--- config.mk ---
export PLATFORM = sky130hd
export DESIGN_NAME = ssd_scan_mux
export DESIGN_NICKNAME = d
export VERILOG_FILES = /design/src/rtl/ssd_pkg.sv /design/src/rtl/ssd_seg_enc.sv /design/src/rtl/ssd_scan_mux.sv
export SDC_FILE = /design/constraint.sdc
export NUM_CORES = 1
export LEC_CHECK = 0
export BUFFER_PORTS_ARGS = -buffer_cell sky130_fd_sc_hd__buf_2
export CORE_UTILIZATION = 25
export DETAILED_ROUTE_END_ITERATION = 10
export SYNTH_ARGS = -nofsm -noshare
export SYNTH_HDL_FRONTEND = slang
export SYNTH_SLANG_ARGS = --single-unit
--- constraint.sdc ---
create_clock -name clk -period 3.55 [get_ports clk]
set_input_delay 0.355 -clock clk [delete_from_list [all_inputs] [get_ports clk]]
set_output_delay 0.355 -clock clk [all_outputs]
set_load 0.005 [all_outputs]
--- src/rtl/ssd_pkg.sv ---
// Shared constants and the hex-to-segment table for the seven-segment scan driver.
// Segment patterns are {g,f,e,d,c,b,a}, active low (common-anode board wiring).
package ssd_pkg;

    localparam int MAX_DIGITS = 8;

    localparam logic [6:0] SEG_0   = 7'h40;
    localparam logic [6:0] SEG_1   = 7'h79;
    localparam logic [6:0] SEG_2   = 7'h24;
    localparam logic [6:0] SEG_3   = 7'h30;
    localparam logic [6:0] SEG_4   = 7'h19;
    localparam logic [6:0] SEG_5   = 7'h12;
    localparam logic [6:0] SEG_6   = 7'h02;
    localparam logic [6:0] SEG_7   = 7'h78;
    localparam logic [6:0] SEG_8   = 7'h00;
    localparam logic [6:0] SEG_9   = 7'h10;
    localparam logic [6:0] SEG_A   = 7'h08;
    localparam logic [6:0] SEG_B   = 7'h03;
    localparam logic [6:0] SEG_C   = 7'h46;
    localparam logic [6:0] SEG_D   = 7'h21;
    localparam logic [6:0] SEG_E   = 7'h06;
    localparam logic [6:0] SEG_F   = 7'h0E;
    localparam logic [6:0] SEG_OFF = 7'h7F;

    // Widest anode bank; narrower banks take the low slice.
    localparam logic [MAX_DIGITS-1:0] AN_OFF = '1;

    typedef struct packed {
        logic [3:0] num;
        logic       dp;
        logic       blank;
        logic       blink;
    } digit_cfg_t;

    function automatic logic [6:0] hex_to_seg(input logic [3:0] hex);
        logic [6:0] seg;
        seg = SEG_OFF;
        case (hex)
            4'h0: seg = SEG_0;
            4'h1: seg = SEG_1;
            4'h2: seg = SEG_2;
            4'h3: seg = SEG_3;
            4'h4: seg = SEG_4;
            4'h5: seg = SEG_5;
            4'h6: seg = SEG_6;
            4'h7: seg = SEG_7;
            4'h8: seg = SEG_8;
            4'h9: seg = SEG_9;
            4'hA: seg = SEG_A;
            4'hB: seg = SEG_B;
            4'hC: seg = SEG_C;
            4'hD: seg = SEG_D;
            4'hE: seg = SEG_E;
            4'hF: seg = SEG_F;
        endcase
        return seg;
    endfunction

endpackage

--- src/rtl/ssd_seg_enc.sv ---
// Combinational 4-bit hex to active-low seven-segment decoder.
module ssd_seg_enc
    import ssd_pkg::*;
(
    input  logic [3:0] hex_i,
    output logic [6:0] seg_o
);

    assign seg_o = hex_to_seg(hex_i);

endmodule

--- src/rtl/ssd_scan_mux.sv ---
// Time-multiplexed scan driver for NUM_DIGITS common-anode digits with blank,
// blink, decimal point and 8-level brightness; all outputs registered.
module ssd_scan_mux
    import ssd_pkg::*;
#(
    parameter int NUM_DIGITS = 8,
    parameter int SCAN_DIV   = 100_000,
    parameter int BLINK_DIV  = 25_000_000
) (
    input  logic                          clk,
    input  logic                          rst,
    input  logic [4*NUM_DIGITS-1:0]       num_in,
    input  logic [NUM_DIGITS-1:0]         dp_in,
    input  logic [NUM_DIGITS-1:0]         blank_in,
    input  logic [NUM_DIGITS-1:0]         blink_in,
    input  logic [2:0]                    bright_in,
    output logic [NUM_DIGITS-1:0]         an_out,
    output logic [6:0]                    cc_out,
    output logic                          dp_out,
    output logic [$clog2(NUM_DIGITS)-1:0] digit_sel
);

    localparam int SEL_W   = $clog2(NUM_DIGITS);
    localparam int CNT_W   = $clog2(SCAN_DIV);
    localparam int SUB_DIV = SCAN_DIV / 8;
    localparam int SUB_W   = (SUB_DIV > 1) ? $clog2(SUB_DIV) : 1;
    localparam int BLK_W   = (BLINK_DIV > 1) ? $clog2(BLINK_DIV) : 1;

    localparam logic [CNT_W-1:0] CNT_LAST = CNT_W'(SCAN_DIV - 1);
    localparam logic [SUB_W-1:0] SUB_LAST = SUB_W'(SUB_DIV - 1);
    localparam logic [BLK_W-1:0] BLK_LAST = BLK_W'(BLINK_DIV - 1);
    localparam logic [SEL_W-1:0] SEL_LAST = SEL_W'(NUM_DIGITS - 1);

    logic [CNT_W-1:0]      cnt_q, cnt_d;
    logic [SUB_W-1:0]      sub_cnt_q, sub_cnt_d;
    logic [2:0]            sub_q, sub_d;
    logic [SEL_W-1:0]      sel_q, sel_d;
    logic [BLK_W-1:0]      blk_cnt_q, blk_cnt_d;
    logic                  blink_phase_q, blink_phase_d;

    logic [NUM_DIGITS-1:0] an_q, an_d;
    logic [6:0]            cc_q, cc_d;
    logic                  dp_q, dp_d;
    logic [SEL_W-1:0]      dsel_q;

    digit_cfg_t            cur;
    logic [6:0]            cur_seg;
    logic                  digit_on;

    // Slot counter, brightness sub-phase and digit index.
    always_comb begin
        cnt_d     = cnt_q + 1'b1;
        sub_cnt_d = sub_cnt_q + 1'b1;
        sub_d     = sub_q;
        sel_d     = sel_q;
        if (cnt_q == CNT_LAST) begin
            cnt_d     = '0;
            sub_cnt_d = '0;
            sub_d     = '0;
            sel_d     = (sel_q == SEL_LAST) ? '0 : sel_q + 1'b1;
        end else if (sub_cnt_q == SUB_LAST) begin
            sub_cnt_d = '0;
            sub_d     = sub_q + 1'b1;
        end
    end

    always_comb begin
        blk_cnt_d     = blk_cnt_q + 1'b1;
        blink_phase_d = blink_phase_q;
        if (blk_cnt_q == BLK_LAST) begin
            blk_cnt_d     = '0;
            blink_phase_d = ~blink_phase_q;
        end
    end

    always_comb begin
        cur = '0;
        for (int i = 0; i < NUM_DIGITS; i++) begin
            if (sel_q == SEL_W'(i)) begin
                cur.num   = num_in[4*i +: 4];
                cur.dp    = dp_in[i];
                cur.blank = blank_in[i];
                cur.blink = blink_in[i];
            end
        end
    end

    ssd_seg_enc u_seg_enc (
        .hex_i (cur.num),
        .seg_o (cur_seg)
    );

    // cnt_q != 0 keeps the anode dark for one cycle so the previous digit never ghosts.
    assign digit_on = (cnt_q != '0)
                   && (sub_q <= bright_in)
                   && !cur.blank
                   && !(cur.blink && !blink_phase_q);

    always_comb begin
        an_d = AN_OFF[NUM_DIGITS-1:0];
        cc_d = SEG_OFF;
        dp_d = 1'b1;
        if (digit_on) begin
            for (int i = 0; i < NUM_DIGITS; i++) begin
                if (sel_q == SEL_W'(i)) begin
                    an_d[i] = 1'b0;
                end
            end
            cc_d = cur_seg;
            dp_d = ~cur.dp;
        end
    end

    always_ff @(posedge clk) begin
        if (rst) begin
            cnt_q         <= '0;
            sub_cnt_q     <= '0;
            sub_q         <= '0;
            sel_q         <= '0;
            blk_cnt_q     <= '0;
            blink_phase_q <= 1'b1;
            an_q          <= AN_OFF[NUM_DIGITS-1:0];
            cc_q          <= SEG_OFF;
            dp_q          <= 1'b1;
            dsel_q        <= '0;
        end else begin
            cnt_q         <= cnt_d;
            sub_cnt_q     <= sub_cnt_d;
            sub_q         <= sub_d;
            sel_q         <= sel_d;
            blk_cnt_q     <= blk_cnt_d;
            blink_phase_q <= blink_phase_d;
            an_q          <= an_d;
            cc_q          <= cc_d;
            dp_q          <= dp_d;
            dsel_q        <= sel_q;
        end
    end

    assign an_out    = an_q;
    assign cc_out    = cc_q;
    assign dp_out    = dp_q;
    assign digit_sel = dsel_q;

endmodule

# After elaboration in Yosys (flattened, before gate mapping)
# Memories as Yosys holds them, arrays and structs flattened. A register that Yosys moved wholly into a read port is not among the register bits.
# Cells that the tools add are included.
[totals]
n_memories = 1
output_inout_bits = 19
word_cells = 59
ram_bits = 0
mem_bits_ro = 112
latchBits = 0
in_bits = 61
regBits = 75
[classes]
mux = 17
n_addsub = 5
n_lt_le_gt_ge = 1
n_reduce_logical = 13
n_mul = 0
eq_ne = 10
shifts = 0
div = 0
bitwise = 3
[memory_table]
columns = ["memory", "depth", "width", "read_ports", "rd_clocked_by_memory_dff", "wr", "line_no", "text"]
rows = [
  ["(no name shown)", 16, 7, 1, 1, 0, "ssd_pkg.sv:38", "case (hex)"],
]
[ops]
columns = ["cell", "n"]
rows = [
  ["7-bit two-way mux", 8],
  ["25-bit by 1-bit adder with 25-bit output (second input constant)", 1],
  ["25-bit equality test (second input constant)", 1],
  ["17-bit by 1-bit adder with 17-bit output (second input constant)", 1],
  ["17-bit equality test (second input constant)", 1],
  ["17-bit nonzero test", 1],
  ["14-bit by 1-bit adder with 14-bit output (second input constant)", 1],
  ["14-bit equality test (second input constant)", 1],
  ["3-bit equality test (second input constant)", 4],
  ["1-bit two-way mux", 8],
  ["3-bit by 1-bit adder with 3-bit output (second input constant)", 2],
  ["3-bit by 2-bit equality test with 1-bit output (second input constant)", 2],
  ["2-bit OR reduction", 3],
  ["1-bit logical AND", 4],
  ["3-bit by 1-bit equality test with 1-bit output (second input constant)", 1],
  ["3-bit less-or-equal comparator", 1],
  ["1-bit zero test", 3],
  ["3-bit zero test", 1],
  ["3-bit two-way mux", 1],
  ["1-bit inverter", 3],
  ["3-bit OR reduction", 1],
]

# Depth between registers and ports, before layout
# Gate-level depths: netlist of run 1.
[logic_depth]
ltp_word = 14
ltp_mapped = 14
depth_no_buf = 13

# Cells and area by module
# From an unflattened synthesis of run 1, not the netlist that was laid out.
[hier_totals]
cells_unflattened = 508
area_unflattened_um2 = 4211.5
[by_module_without_submodules]
columns = ["mod", "area_each_um2", "cells_per_inst", "n_inst"]
rows = [
  ["ssd_scan_mux", 3963.8, 473, 1],
  ["ssd_seg_enc", 247.7, 35, 1],
]

# Worst setup path before layout of run 1
# OpenSTA, ideal clock, no wires.
[synth_path]
kind = "flip-flop to flip-flop"
from = "register sel_q[2]"
to = "register cc_q[5] (netlist: cc_out[5])"
path_stages_with_launch = 15
t_arrival_ns = 2.593
path_buffers = 2
t_required_ns = 3.426
setup_slack_ns = 0.833
path_cell_list = "dfxtp_1 -> inv_1 -> clkbuf_1 -> ha_1 -> clkbuf_1 -> and2_1 -> o22ai_1 -> a2bb2oi_1 -> o2bb2ai_1 -> a22o_1 -> inv_1 -> ha_1 -> mux2_4 -> nand2_2 -> o211ai_2"
[synth_between]
elab_chain_cells = 14
[synth_lines]
columns = ["item", "line_no", "text"]
rows = [
  ["from (decl)", "ssd_scan_mux.sv:37", "logic [SEL_W-1:0] sel_q, sel_d;"],
  ["from (signal assigned)", "ssd_scan_mux.sv:130", "sel_q <= sel_d;"],
  ["3-bit zero test", "ssd_scan_mux.sv:79", "if (sel_q == SEL_W'(i)) begin"],
  ["7-bit two-way mux (7 in series)", "ssd_scan_mux.sv:79", ""],
  ["7-bit two-way mux *", "ssd_scan_mux.sv:79", ""],
  ["1-bit zero test or 1-bit logical AND (tied branches)", "ssd_scan_mux.sv:96, ssd_scan_mux.sv:97", ""],
  ["1-bit logical AND or 1-bit zero test (tied branches)", "ssd_scan_mux.sv:96, ssd_scan_mux.sv:97", ""],
  ["1-bit logical AND", "ssd_scan_mux.sv:97", "&& !(cur.blink && !blink_phase_q);"],
  ["1-bit inverter (no line)", "--", ""],
  ["2-bit OR reduction (no line)", "--", ""],
  ["to (decl)", "ssd_scan_mux.sv:42", "logic [6:0] cc_q, cc_d;"],
]
# Every way passes the cells marked *; elsewhere a longest branch is shown, timed or not.
# A chain may end at the register's enable or synchronous reset.

# Final worst setup path of run 1
[layout_path]
from = "register sel_q[0]"
to = "register cc_q[3] (netlist: cc_out[3])"
# Same word-level chain as after synthesis.

==> results of run 1 <==
-- sequential cells by signal, summed over array words and instances, names as in the netlist --
name and cells:
an_out 8, blk_cnt_q 25, sub_q 3, cc_out 7, blink_phase_q 1, cnt_q 17
digit_sel 3, dp_out 1, sel_q 3, sub_cnt_q 14
-- cell families (layout without fill, tap and decap cells) --
family          Yosys count  after routing  share of synthesized area [%]
compound gates           70             70                           12.0
xor+xnor                 53             53                           11.2
fa+ha+maj                20             20                           6.04
buf+inv                  45            125                           4.71
flops                    82             82                           39.6
mux                      10             10                           2.60
simple gates            209            209                           23.9
-- worst reg2reg max path, stage by stage, from the launching register on --
cell and delay (ns):
dfxtp_1 0.35, inv_1 0.12, ha_1 0.48, nor2b_2 0.37, a221o_1 0.19, a31oi_1 0.07, o22ai_1 0.23, a21o_1 0.25
inv_1 0.12, ha_1 0.28, inv_1 0.07, mux2i_1 0.07, mux2_2 0.28, nand2_1 0.06
-- layer usage --
layer,vias up,track usage (%),share of wire [%]
li1,1820,-,-
met2,101,20.4,45
met3,13,3.58,6.3
met5,-,0,0
met1,1620,15.0,47
met4,0,4.39,1.5
-- power by group --
part	internal [mW]	switching, mW	total [mW]
Clock	0.561	0.355	0.916
Sequential	0.935	0.00948	0.944
Combinational	0.0637	0.0697	0.133
Total	1.56	0.434	1.99
-- cell usage in the layout (no fill, tap or decap), types with 7 or more instances in the layout --
master	n
nand2_1	39
mux2i_1	7
dfxtp_1	82
xnor2_1	17
nand4_1	9
and3_1	9
nand3_1	29
o21ai_0	9
nor2_1	85
ha_1	20
clkbuf_16	9
xor2_1	36
nor3_1	7
inv_1	24
a21oi_1	16
buf_2	79
-- cell type report --
class | instances | area share [%]
tap | 216 | 5.37
multi-input combinational | 362 | 45.8
clock buffer | 13 | 4.97
sequential | 82 | 32.6
timing repair buffer | 84 | 8.59
clock inverter | 2 | 0.745
inverter | 26 | 1.94
-- path summary, 6_finish.rpt --
kind                            cells past startpoint           end  slack (ns)    startpoint
worst min-delay path                                2  digit_sel[0]        0.32           rst
worst max-delay path                               13     cc_out[3]        0.55      sel_q[0]
worst min register to register                      1  blk_cnt_q[0]        0.45  blk_cnt_q[0]
worst max register to register                     13     cc_out[3]        0.55      sel_q[0]
-- through the flow --
step                      power (mW)  util (%)  instances  setup WS [ns]  area (µm²)
after floorplan                 1.04         -        489          0.833        4140
after global placement          1.10      29.6        770          0.725        4750
after detailed placement        1.10      29.6        770          0.624        4750
after CTS                       2.03      31.4        785          0.596        5040
after global routing            2.08      31.4        785          0.322        5040
final                           1.99      31.4        785          0.549        5040
==> metrics.yaml, run 1 <==
clocking:
  htree_levels: 3
  cts_buffers: 9
  cts_tree: "yes"
  post_cts_buffers: 0
  cts_resized: 0
  root_buffer: "clkbuf_16"
  clk_pin_slew_ns: 0.06
  clock_latency_ns: 0.34
  cts_sinks: 82
  cts_buffer_depth: 2
  cts_hold_buf: 0
power:
  p_leak_nw: 2.04
  p_per_area_nw_per_um2: 396
  ir_worst_vdd_v: 0.000228
detailed_routing:
  drt-vias-per-instance: 4.53
  num_vias: 3554
  first_iter_violations: 182
  wl_per_cell_um: 12.7
  drt_first_pass_iters: 4
  drc: 0
  wl_mm: 9.96
  ant_nets: 0
cells_and_area:
  fillers: 1708
  antenna_cells: 0
  seq_area_um2: 1640
  syn2layout_area_growth_pct: 21.6
  fin_nets: 646
  multi_input_area_um2: 2310
  layout-drive-gt1-share_pct: 19.2
sta:
  rsz0062_at_grt: "false"
  slew_viol_final: 0
  slew_headroom_pct: 37.8
  finalClockSkew_ns: 0.00744
  tns_ns: 0
  finalHoldViolCount: 0
  period_share_pct: 84.5
  timing.fmax_ghz: 0.333
  final-setup-viol-count: 0
  tightestPinTransition_ns: 0.933
  finalCriticalPeriod_ns: 3.00
  whs_ns: 0.317
grt:
  overflow: 0
  gr-usage-all-layers_pct: 12.3
  grt_pass1_wl_mm: 16.1
  grt_max_degree: 26
  first_global_vias: 3408
  antenna_found_initial: 0
worst_hold_path:
  hold_path_class: "input pin to flip-flop"
worst_setup_path:
  cpPeakStageDelay_ns: 0.48
  worstPathMaxFanout: 14
  critical_path.most_common_cell: "inv_1"
  crit_required_ns: 3.82
  worst_setup_path_end_kind: "flip-flop"
  path_class: "flip-flop to flip-flop"
  startpoint_type: "flip-flop"
  critPathTopFamily: "adder cells"
  cp.arrival_ns: 3.27
  slowest_stage: "ha_1"
  critical_path_buf_inv_count: 3
  path_cells: "inv_1 -> ha_1 -> nor2b_2 -> a221o_1 -> a31oi_1 -> o22ai_1 -> a21o_1 -> inv_1 -> ha_1 -> inv_1 -> mux2i_1 -> mux2_2 -> nand2_1"
floorplanning:
  rows: 46
  pin_count: 80
  fp.dieW_um: 131
  fp.dieH_um: 131
  fp.dieArea_um2: 17100
  core_area_um2: 16100
  start_util_pct: 25.8
synth:
  synth_commonest_cells: "nor2_1 (85), dfxtp_1 (82), nand2_1 (39), xor2_1 (36), nand3_1 (29)"
  yosys-top-cells-area: "dfxtp_1 (40%), nor2_1 (7.7%), xor2_1 (7.6%), ha_1 (6.0%), xnor2_1 (3.6%)"
  synth_most_common_cell: "nor2_1"
  synth_area_um2: 4140
  ys_ff_latch: 82
  postSynthAreaPerCell_um2: 8.47
  synth.largest_area_cell: "dfxtp_1"
  synth_edf_count: 0
  syn-instance-count: 489
  yosysSeqAreaShare_pct: 39.6
  synth-main-ff-cell: "dfxtp_1"
  ys_warn_count: 0
  yosys.area.top_type_share_pct: 39.6
  synth_cell_types: 62
  synth_fp_nets: 570
  async_flop_share_pct: 0
placed_design:
  port_buffers: 79
  globalplace.congestion: 0.889
  post-dp-hpwl_mm: 7.39
outcome:
  status: "finished, final reports clean"
flow_run:
  cap_violations: 0
Note: power is estimated with default switching activity, not from simulation.
==> run 2, diff against run 1 <==
clock period = 3.1 ns   (was 3.55 ns; I/O delays follow)
==> metrics.yaml, run 2 (synthesis results as in run 1) <==
outcome:
  status: "finished, final reports clean"
grt:
  grt_max_degree: 26
  gr-usage-all-layers_pct: 12.1
  first_global_vias: 3363
  overflow: 0
  antenna_found_initial: 0
  grt_pass1_wl_mm: 16.0
worst_setup_path:
  rr_startpoint: "sel_q[0]"
  r2r_slack_ns: 0.32
  r2r_end: "cc_out[3]"
  path_class: "flip-flop to flip-flop"
  worstPathMaxFanout: 15
  worst_setup_path_end_kind: "flip-flop"
  cp-endpoint: "cc_out[3]"
  crit_required_ns: 3.38
  cp.arrival_ns: 3.05
  critPathLaunch: "sel_q[0]"
  startpoint_type: "flip-flop"
  reg2regPathDepth: 12
sta:
  final-setup-viol-count: 0
  timing.fmax_ghz: 0.360
  slew_headroom_pct: 60.8
  tns_ns: 0
  period_share_pct: 89.6
  finalCriticalPeriod_ns: 2.78
  slew_viol_final: 0
  tightestPinTransition_ns: 0.589
  finalHoldViolCount: 0
  rsz0062_at_grt: "false"
  finalClockSkew_ns: 0.00812
cells_and_area:
  final_cell_mix: "nor2_1 (85), dfxtp_1 (82), buf_2 (79), nand2_1 (39), xor2_1 (36)"
  layout.cells.most_common: "nor2_1"
  antenna_cells: 0
  top_register: "blk_cnt_q"
  multi_input_area_um2: 2310
  top_regs: "blk_cnt_q x25, cnt_q x17, sub_cnt_q x14"
  fillers: 1667
  largest_reg_flops: 25
  layout-drive-gt1-share_pct: 20.2
  design_area_um2: 5060
  syn2layout_area_growth_pct: 22.2
  fin_nets: 650
  seq_area_um2: 1640
power:
  p_leak_nw: 2.06
  power_frac_comb_pct: 6.8
  p_per_area_nw_per_um2: 444
  ir_worst_vdd_v: 0.000317
  clock_power_share_pct: 45.1
  p_total_mw: 2.25
  switching_share_pct: 23.1
  internal_power_mw: 1.73
  power_frac_seq_pct: 48.1
  p_sw_mw: 0.518
clocking:
  cts_buffers: 9
  htree_levels: 3
  post_cts_buffers: 0
  cts_hold_buf: 0
  cts_tree: "yes"
  cts_buffer_depth: 2
  cts_resized: 0
  root_buffer: "clkbuf_16"
  cts_sinks: 82
  clock_latency_ns: 0.34
  clk_pin_slew_ns: 0.06
detailed_routing:
  wl_mm: 9.89
  wl_met2_mm: 4.42
  drt-vias-per-instance: 4.49
  drc: 0
  ant_nets: 0
  wl_per_cell_um: 12.5
  wl_met1_mm: 4.63
  num_vias: 3550
  dr.max_layer_used: "met4"
  first_iter_violations: 188
  route.met3.wl_um: 684
  drt_first_pass_iters: 4
placed_design:
  globalplace.congestion: 0.845
  port_buffers: 79
  post-dp-hpwl_mm: 7.45
  placed_cell_area_um2: 4780
worst_hold_path:
  hold_path_depth: 2
  hold_path_class: "input pin to flip-flop"
floorplanning:
  rows: 46
  core_area_um2: 16100
  start_util_pct: 25.8
  fp.dieArea_um2: 17100
  fp.dieH_um: 131
  fp.dieW_um: 131
  pin_count: 80
flow_run:
  cap_violations: 0
==> run 2: power groups by stage <==
stage	Clock [mW]	Sequential, mW	Combinational, mW
global route	1.08	1.08	0.171
floorplan	0	1.10	0.0872
global placement	0	1.10	0.154
CTS	1.04	1.08	0.154
finish	1.01	1.08	0.153
detailed placement	0	1.11	0.153
==> run 2: layout make-up <==
class	instances	area share, %
Tap cell	216	5.34
Clock buffer	12	5.07
Timing Repair Buffer	88	9.14
Sequential cell	82	32.4
Clock inverter	4	0.519
Multi-Input combinational cell	362	45.6
Inverter	26	1.93
==> run 2: through the flow <==
step / util (%) / hold WS, ns / setup WS, ns / cells
after floorplan: - / 0.418 / 0.383 / 489
after global placement: 29.8 / 0.431 / 0.336 / 774
after detailed placement: 29.8 / 0.439 / 0.329 / 774
after CTS: 31.5 / 0.275 / 0.303 / 790
after global routing: 31.5 / 0.282 / 0.0315 / 790
final: 31.5 / 0.275 / 0.322 / 790
==> run 2: worst min-delay path by stage <==
stage	startpoint	to	slack [ns]
6_report	rst	digit_sel[2]	0.27
5_1_grt	rst	digit_sel[2]	0.28
4_1_cts	dp_in[7]	dp_out	0.28
3_5_place_dp	blk_cnt_q[0]	blk_cnt_q[0]	0.44
3_3_place_gp	blk_cnt_q[0]	blk_cnt_q[0]	0.43
2_1_floorplan	blk_cnt_q[0]	blk_cnt_q[0]	0.42
==> run 2: per-layer routing <==
layer | track usage [%] | up-vias
met4 | 3.72 | 0
met2 | 20.1 | 120
li1 | - | 1825
met1 | 14.6 | 1590
met3 | 4.03 | 15
met5 | 0 | -
==> run 2: critical path: stages (launching register included) <==
cell and delay, ns:
dfxtp_1 0.34, inv_1 0.11, ha_1 0.50, and2_1 0.36, nand2_1 0.08, o21ai_0 0.20, a21o_1 0.23, inv_1 0.12
ha_1 0.28, inv_1 0.07, mux2i_1 0.07, mux2_2 0.28, nand2_1 0.06
